===== config.mk =====
export PLATFORM = sky130hd
export DESIGN_NAME = pps_error_uart
export DESIGN_NICKNAME = d
export VERILOG_FILES = /design/src/rtl/pps_error_uart.sv
export SDC_FILE = /design/constraint.sdc
export NUM_CORES = 1
export LEC_CHECK = 0
export ABC_AREA = 1
export BUFFER_PORTS_ARGS = -buffer_cell sky130_fd_sc_hd__buf_4
export CAP_MARGIN = 10
export CORE_MARGIN = 1
export CORE_UTILIZATION = 30
export CTS_BUF_LIST = sky130_fd_sc_hd__clkbuf_2
export CTS_CLUSTER_DIAMETER = 80
export CTS_CLUSTER_SIZE = 8
export DETAILED_ROUTE_END_ITERATION = 8
export GPL_TIMING_DRIVEN = 1
export SYNTH_ARGS = -nofsm -noshare
export SYNTH_HDL_FRONTEND = slang
export SYNTH_SLANG_ARGS = --single-unit

===== constraint.sdc =====
create_clock -name clk -period 6.42 [get_ports clk]
set_input_delay 1.284 -clock clk [delete_from_list [all_inputs] [get_ports clk]]
set_output_delay 1.284 -clock clk [all_outputs]
set_load 0.01 [all_outputs]

===== src/rtl/pps_error_uart.sv =====
// rtl/pps_error_uart.sv - signed per-second clock error to "+HHHHHHHH\r\n" over 8N1 UART
module pps_error_uart #(
    parameter int CLOCK_PER_SECOND = 10_000_000,
    parameter int BAUD             = 115200,
    parameter int WIDTH            = 32
) (
    input  logic             clk,
    input  logic             rst_n,
    input  logic             err_valid,
    input  logic [WIDTH-1:0] err_value,
    output logic             tx,
    output logic             busy,
    output logic             overrun
);

    localparam int BIT_CYCLES = CLOCK_PER_SECOND / BAUD;
    localparam int HEX_DIGITS = WIDTH / 4;
    localparam int LINE_CHARS = HEX_DIGITS + 3;
    localparam int CW         = (BIT_CYCLES > 1) ? $clog2(BIT_CYCLES) : 1;
    localparam int XW         = $clog2(LINE_CHARS);

    typedef enum logic [1:0] {IDLE, START, DATA, STOP} state_t;

    state_t           state, state_n;
    logic [CW-1:0]    cnt, cnt_n;
    logic [2:0]       bit_idx, bit_n;
    logic [XW-1:0]    char_idx, char_n;
    logic             tx_n, busy_n, ovr_n, load;
    logic             sign;
    logic [WIDTH-1:0] mag;
    logic [3:0]       nib;
    logic [7:0]       cur_char;
    logic             bit_end;

    // Character for the current char index, built from the latched sample.
    always_comb begin
        nib = 4'h0;
        for (int i = 0; i < HEX_DIGITS; i++) begin
            if (char_idx == XW'(i + 1)) nib = mag[WIDTH-1-4*i -: 4];
        end
        if (char_idx == '0)
            cur_char = sign ? 8'h2D : 8'h2B;
        else if (char_idx == XW'(LINE_CHARS - 2))
            cur_char = 8'h0D;
        else if (char_idx == XW'(LINE_CHARS - 1))
            cur_char = 8'h0A;
        else if (nib < 4'd10)
            cur_char = 8'h30 + {4'h0, nib};
        else
            cur_char = 8'h37 + {4'h0, nib};
    end

    assign bit_end = (cnt == CW'(BIT_CYCLES - 1));

    // tx_n is the level for the next cycle, so tx itself is a plain flop.
    always_comb begin
        state_n = state;
        cnt_n   = cnt;
        bit_n   = bit_idx;
        char_n  = char_idx;
        tx_n    = tx;
        busy_n  = busy;
        load    = 1'b0;
        ovr_n   = err_valid && (state != IDLE);
        case (state)
            IDLE: begin
                if (err_valid) begin
                    load    = 1'b1;
                    state_n = START;
                    cnt_n   = '0;
                    bit_n   = '0;
                    char_n  = '0;
                    tx_n    = 1'b0;
                    busy_n  = 1'b1;
                end
            end
            START: begin
                if (bit_end) begin
                    state_n = DATA;
                    cnt_n   = '0;
                    bit_n   = '0;
                    tx_n    = cur_char[0];
                end else begin
                    cnt_n = cnt + CW'(1);
                end
            end
            DATA: begin
                if (bit_end) begin
                    cnt_n = '0;
                    if (bit_idx == 3'd7) begin
                        state_n = STOP;
                        tx_n    = 1'b1;
                    end else begin
                        bit_n = bit_idx + 3'd1;
                        tx_n  = cur_char[bit_idx + 3'd1];
                    end
                end else begin
                    cnt_n = cnt + CW'(1);
                end
            end
            STOP: begin
                if (bit_end) begin
                    cnt_n = '0;
                    if (char_idx == XW'(LINE_CHARS - 1)) begin
                        state_n = IDLE;
                        char_n  = '0;
                        busy_n  = 1'b0;
                    end else begin
                        state_n = START;
                        char_n  = char_idx + XW'(1);
                        tx_n    = 1'b0;
                    end
                end else begin
                    cnt_n = cnt + CW'(1);
                end
            end
            default: begin
                state_n = IDLE;
                tx_n    = 1'b1;
                busy_n  = 1'b0;
            end
        endcase
    end

    always_ff @(posedge clk or negedge rst_n) begin
        if (!rst_n) begin
            state    <= IDLE;
            cnt      <= '0;
            bit_idx  <= '0;
            char_idx <= '0;
            tx       <= 1'b1;
            busy     <= 1'b0;
            overrun  <= 1'b0;
            sign     <= 1'b0;
            mag      <= '0;
        end else begin
            state    <= state_n;
            cnt      <= cnt_n;
            bit_idx  <= bit_n;
            char_idx <= char_n;
            tx       <= tx_n;
            busy     <= busy_n;
            overrun  <= ovr_n;
            if (load) begin
                sign <= err_value[WIDTH-1];
                mag  <= err_value[WIDTH-1] ? (~err_value + WIDTH'(1)) : err_value;
            end
        end
    end

endmodule

**Word-level counts from Yosys, hierarchy flattened**

Cells that the tools add are included.

- Add/subtract/negate cells: 6
- $lt $le $gt $ge: 2
- Eq/ne operators: 23
- Multiplexer cells: 48
- Bitwise operators: 1
- Reduce and logical (&&, ||, !) cells: 12

Operator list:

| cell | count |
|---|---|
| 2-to-1 mux 4 bit | 11 |
| 2-to-1 mux 7 bit | 6 |
| adder 32 x 1 -> 32 bit (second input constant) | 1 |
| 2-to-1 mux 32 bit | 1 |
| NOT 32 bit | 1 |
| equality test 4 x 3 -> 1 bit (second input constant) | 4 |
| inequality test 2 bit (second input constant) | 8 |
| 2-to-1 mux 3 bit | 5 |
| AND reduction 5 bit | 3 |
| adder 6 x 4 -> 7 bit (first input constant) | 2 |
| case mux 7 bit (2 select lines) | 1 |
| 2-to-1 mux 1 bit | 13 |
| equality test 4 bit (second input constant) | 3 |
| 2-to-1 mux 2 bit | 5 |
| case mux 3 bit (3 select lines) | 1 |
| equality test 4 x 2 -> 1 bit (second input constant) | 2 |
| case mux 2 bit (4 select lines) | 1 |
| case mux 4 bit (2 select lines) | 1 |
| adder 7 x 1 -> 7 bit (second input constant) | 1 |
| equality test 7 bit (second input constant) | 1 |
| adder 4 x 1 -> 4 bit (second input constant) | 1 |
| equality test 2 bit (second input constant) | 2 |
| equality test 4 x 1 -> 1 bit (second input constant) | 1 |
| logical NOT 4 bit | 1 |
| 15 further kinds | 16 |

- Register bits: 52
- Input bits: 35
- Output and inout port bits: 3

**Depth between registers and ports, before layout**

- Depth after elaboration: 19
- Gate-level depth with buffers: 21
- Depth with buffers taken out: 21

**Least setup slack after synthesis**

Ideal clock, no wire load.

- Kind: input -> register
- From: in err_value[0]
- To: reg mag[30]
- Library setup time: 131 ps
- Arrival: 2860 ps
- Data required time: 6289 ps
- Slack: 3429 ps
- Stages: 14
- Buffers on the path: 0
- Cells stage by stage: inv_1 -> ha_1 -> nand2_1 -> or3_1 -> nor3_2 -> nand2_2 -> inv_2 -> nand2_1 -> nand2_2 -> o21a_2 -> o21ai_2 -> a21oi_2 -> xor2_1 -> o21ai_1

- Cells in the longest elaborated chain, start to end: 3

Ends and longest elaborated chain:

| element | RTL line | text |
|---|---|---|
| start, declared | 10 | `input logic [WIDTH-1:0] err_value,` |
| NOT 32 bit | 146 | `mag <= err_value[WIDTH-1] ? (~err_value + WIDTH'(1)) : err_value;` |
| adder 32 x 1 -> 32 bit | 146 |  |
| 2-to-1 mux 32 bit | 146 |  |
| end signal, assigned | 146 |  |
| end, declared | 30 | `logic [WIDTH-1:0] mag;` |

Every way passes these cells.
A chain may end at the register's enable or synchronous reset.

**Worst setup path in the final report**

- From: in err_value[0]
- To: reg mag[26]

Same word-level chain as after synthesis.

==> impl_metrics.env <==
export IMPL_grt_pass1_vias=2968
export IMPL_path_class="in -> reg"
export IMPL_placed_cell_area_mm2=0.003946
export IMPL_clk_pin_slew_ns=0.26
export IMPL_maxSlewViolCount=0
export IMPL_path_max_fanout=3
export IMPL_syn_area_mm2=0.003523
export IMPL_vias=3103
export IMPL_ios=38
export IMPL_dieArea_mm2=0.01218
export IMPL_fin_area_mm2=0.003988
export IMPL_dp_hpwl_um=6123
export IMPL_crit_chain="buf_4, inv_1, ha_1, nand2_1, or3_1, nor3_2, nand2_2, inv_2, nand2_1, nand2_2, o21a_2, o21ai_2, nor2_1, xor2_1, o21ai_1"
export IMPL_yosys_area_share_simple=0.3263
export IMPL_area_growth_pct=13.17
export IMPL_cts_post_setup_buffers_inserted=0
export IMPL_dr_pass1_iters=4
export IMPL_synth_top_family_by_area="simple AND/OR/NAND/NOR gates"
export IMPL_rsz0062_at_grt="no"
export IMPL_synth_mux_area_fraction=0.002841
export IMPL_setup_viol=0
export IMPL_synthAdderAreaFrac=0.03906
export IMPL_drive_gt1_frac=0.1580
export IMPL_setup_slack_ns=3.586
export IMPL_ctsResizeCount=0
export IMPL_wl_um=7806
export IMPL_synth_top_flop_cell="dfrtp_1"
export IMPL_drv_cap=0
export IMPL_crit_arrival_ns=3.17
export IMPL_setup_tns_ns=0
export IMPL_final_period_utilization=0.4414
export IMPL_drc_errors=0
export IMPL_synthCells=484
export IMPL_critPathLaunchType="input pin"
export IMPL_clock_sinks=52
export IMPL_power_mw=1.355
export IMPL_clk_latency_ns=0.44
export IMPL_fmax_mhz=352.9
export IMPL_synth_compound_area_share=0.1143
export IMPL_grt_max_degree=67
export IMPL_yosysUniqueCellTypes=38
export IMPL_hold_class="reg -> reg"
export IMPL_power_density_mw_per_mm2=339.9
export IMPL_nNetsFinal=564
export IMPL_syn_nets=530
export IMPL_ys_ff_latch=52
export IMPL_seq_area_frac_synth=0.3697
export IMPL_finClkSkew_ns=0.01062
export IMPL_peakVddDrop_uv=140.0
export IMPL_cts_root_buffer="clkbuf_2"
export IMPL_n_antenna_cell=0
export IMPL_avgViaCountPerCell=4.687
export IMPL_path_delay_family="simple AND/OR/NAND/NOR gates"
export IMPL_async_flop_share=1.000
export IMPL_min_period_ns=2.834
export IMPL_p_leak_nw=1.886
export IMPL_cp_required_ns=6.76
export IMPL_slowest_stage="or3_1"
export IMPL_drtIter0Drc=103
export IMPL_start_util=0.3086
export IMPL_h_tree_depth=2
export IMPL_place_ws_ns=3.087
export IMPL_fp_dieH_um=110.4
export IMPL_num_rows=39
export IMPL_cts_tree="built"
export IMPL_synth_edf_count=0
export IMPL_max_slew_margin_rel=0.4957
export IMPL_status="completed"
export IMPL_finalHoldViolations=0
export IMPL_cpPeakStageDelay_ns=0.35
export IMPL_grt_pass1_wl_um=13430
export IMPL_grt_ovfl_total=0
export IMPL_cts_buffer_depth=2
export IMPL_port_buffers=37
export IMPL_routabilityCongestion=0.8325
export IMPL_path_buf_inv=3
export IMPL_core_area_mm2=0.01142
export IMPL_yosys_warnings=0
export IMPL_cts_made_buffers=5
export IMPL_grt_antenna_before_repair=0
export IMPL_grt_usage=0.1383
export IMPL_worst_pin_slew_ns=0.7536
export IMPL_ant_nets=0
export IMPL_end_kind="flip-flop"
export IMPL_die_w_um=110.4
export IMPL_ctsHoldBuffers=0
export IMPL_synth_xor_area_share=0.07457
export IMPL_drt_wirelength_per_cell_um=11.79
export IMPL_syn_area_per_cell_um2=7.280
[synthesized netlist by cell type, types with 4 or more instances]
cell      instances  area (µm²)
a21oi_1          14       70.07
clkbuf_1          8       30.03
dfrtp_1          51        1276
ha_1             11       137.6
inv_1            48       180.2
inv_2             9       33.78
nand2_1         105       394.1
nand2_2           7       43.79
nand3_1          32       160.2
nand4_1          10       62.56
nor2_1           58       217.7
nor2_4            4       45.04
nor3_1            6       30.03
nor4_1            7       43.79
o21ai_0          44       220.2
o21ai_1           7       35.03
o22ai_1           6       37.54
xnor2_1           8       70.07
xor2_1           22       192.7
[power breakdown]
| group | total [mW] | switching, mW | internal, mW |
|---|---|---|---|
| clock network | 0.132 | 0.105 | 0.0271 |
| registers | 0.550 | 0.0912 | 0.458 |
| logic | 0.673 | 0.424 | 0.249 |
| total | 1.36 | 0.621 | 0.734 |
[worst reg2reg max path, cell delays in order (launching register included)]
cell and delay [ns]:
dfrtp_1 0.47, nor2_1 0.60, nand3_1 0.16, nand3_1 0.15
nor2_1 0.06, nand4_1 0.13, nor2_4 0.06, ha_1 0.21
nand3_1 0.13, inv_1 0.05, nand2_1 0.06, nand3_1 0.07
nand2_1 0.07, a21oi_1 0.06, nand2_1 0.06, nand2_1 0.05
nand2_1 0.05, nand2_1 0.05, nand2_1 0.05, nand2_1 0.04
[final cells by class]
type / count / area (µm²)
clock buffers: 6 / 30.03
clock inverters: 2 / 11.26
fillers: 1225 / 7431
inverters: 57 / 214.0
multi-input cells: 364 / 1966
flip-flops and latches: 52 / 1303
well taps: 143 / 178.9
repair buffers: 38 / 285.3
[final timing paths]
check,from,to,slack (ns),depth (start not counted)
worst min-delay path,tx$_DFFE_PN1P_,tx$_DFFE_PN1P_,0.48,2
worst min register to register,tx$_DFFE_PN1P_,tx$_DFFE_PN1P_,0.48,2
worst max register to register,char_idx[2]$_DFFE_PN0P_,tx$_DFFE_PN1P_,3.81,19
worst max-delay path,err_value[0],mag[26]$_DFFE_PN0P_,3.59,15
max in group asynchronous,rst_n,mag[24]$_DFFE_PN0P_,5.15,1
min in group asynchronous,rst_n,cnt[2]$_DFFE_PN0N_,0.82,1
[logic make-up (layout without fill, tap and decap cells)]
logic type | after synthesis | after routing
adder cells (fa/ha/maj) | 11 | 11
buffers and inverters | 68 | 103
XOR/XNOR | 30 | 30
flip-flops | 52 | 52
AND/OR/NAND/NOR | 246 | 246
multiplexers | 1 | 1
AO/OA/AOI/OAI | 76 | 76
[flip-flops by register name, summed over array words and instances (netlist names), 2 cells and up]
register and cells:
cnt 7, bit_idx 3, state 2, char_idx 4
mag 32
[metrics by stage]
step | util | std cells | hold slack, ns
after floorplan | - | 484 | 0.4457
after global placement | 0.3456 | 654 | 0.4587
after detailed placement | 0.3456 | 654 | 0.4576
after CTS | 0.3492 | 662 | 0.4877
after global routing | 0.3492 | 662 | 0.5255
final | 0.3492 | 662 | 0.4842
[routing by layer]
metal,part of all wire,up-vias,global-route usage
met5,0,-,0
met4,0.017,0,0.04417
met3,0.033,10,0.02587
met2,0.45,47,0.2258
met1,0.50,1407,0.1840
li1,-,1639,-
[cell usage in the layout (no fill, tap or decap), types with 2 or more instances in the layout]
cell	n
xnor2_1	8
nand2_2	8
nor3_1	6
nor2_2	3
inv_2	9
nor4_1	7
nand2_1	104
nand3_1	32
nand3b_1	3
o21ai_0	44
clkbuf_2	6
a21oi_1	14
xor2_1	22
o22ai_1	6
nand4_1	10
buf_4	38
or2_2	3
inv_1	48
nor3_2	2
nor2_4	4
dfrtp_1	51
ha_1	11
nor2_1	58
o21ai_1	7
(Power assumes the default switching activity.)
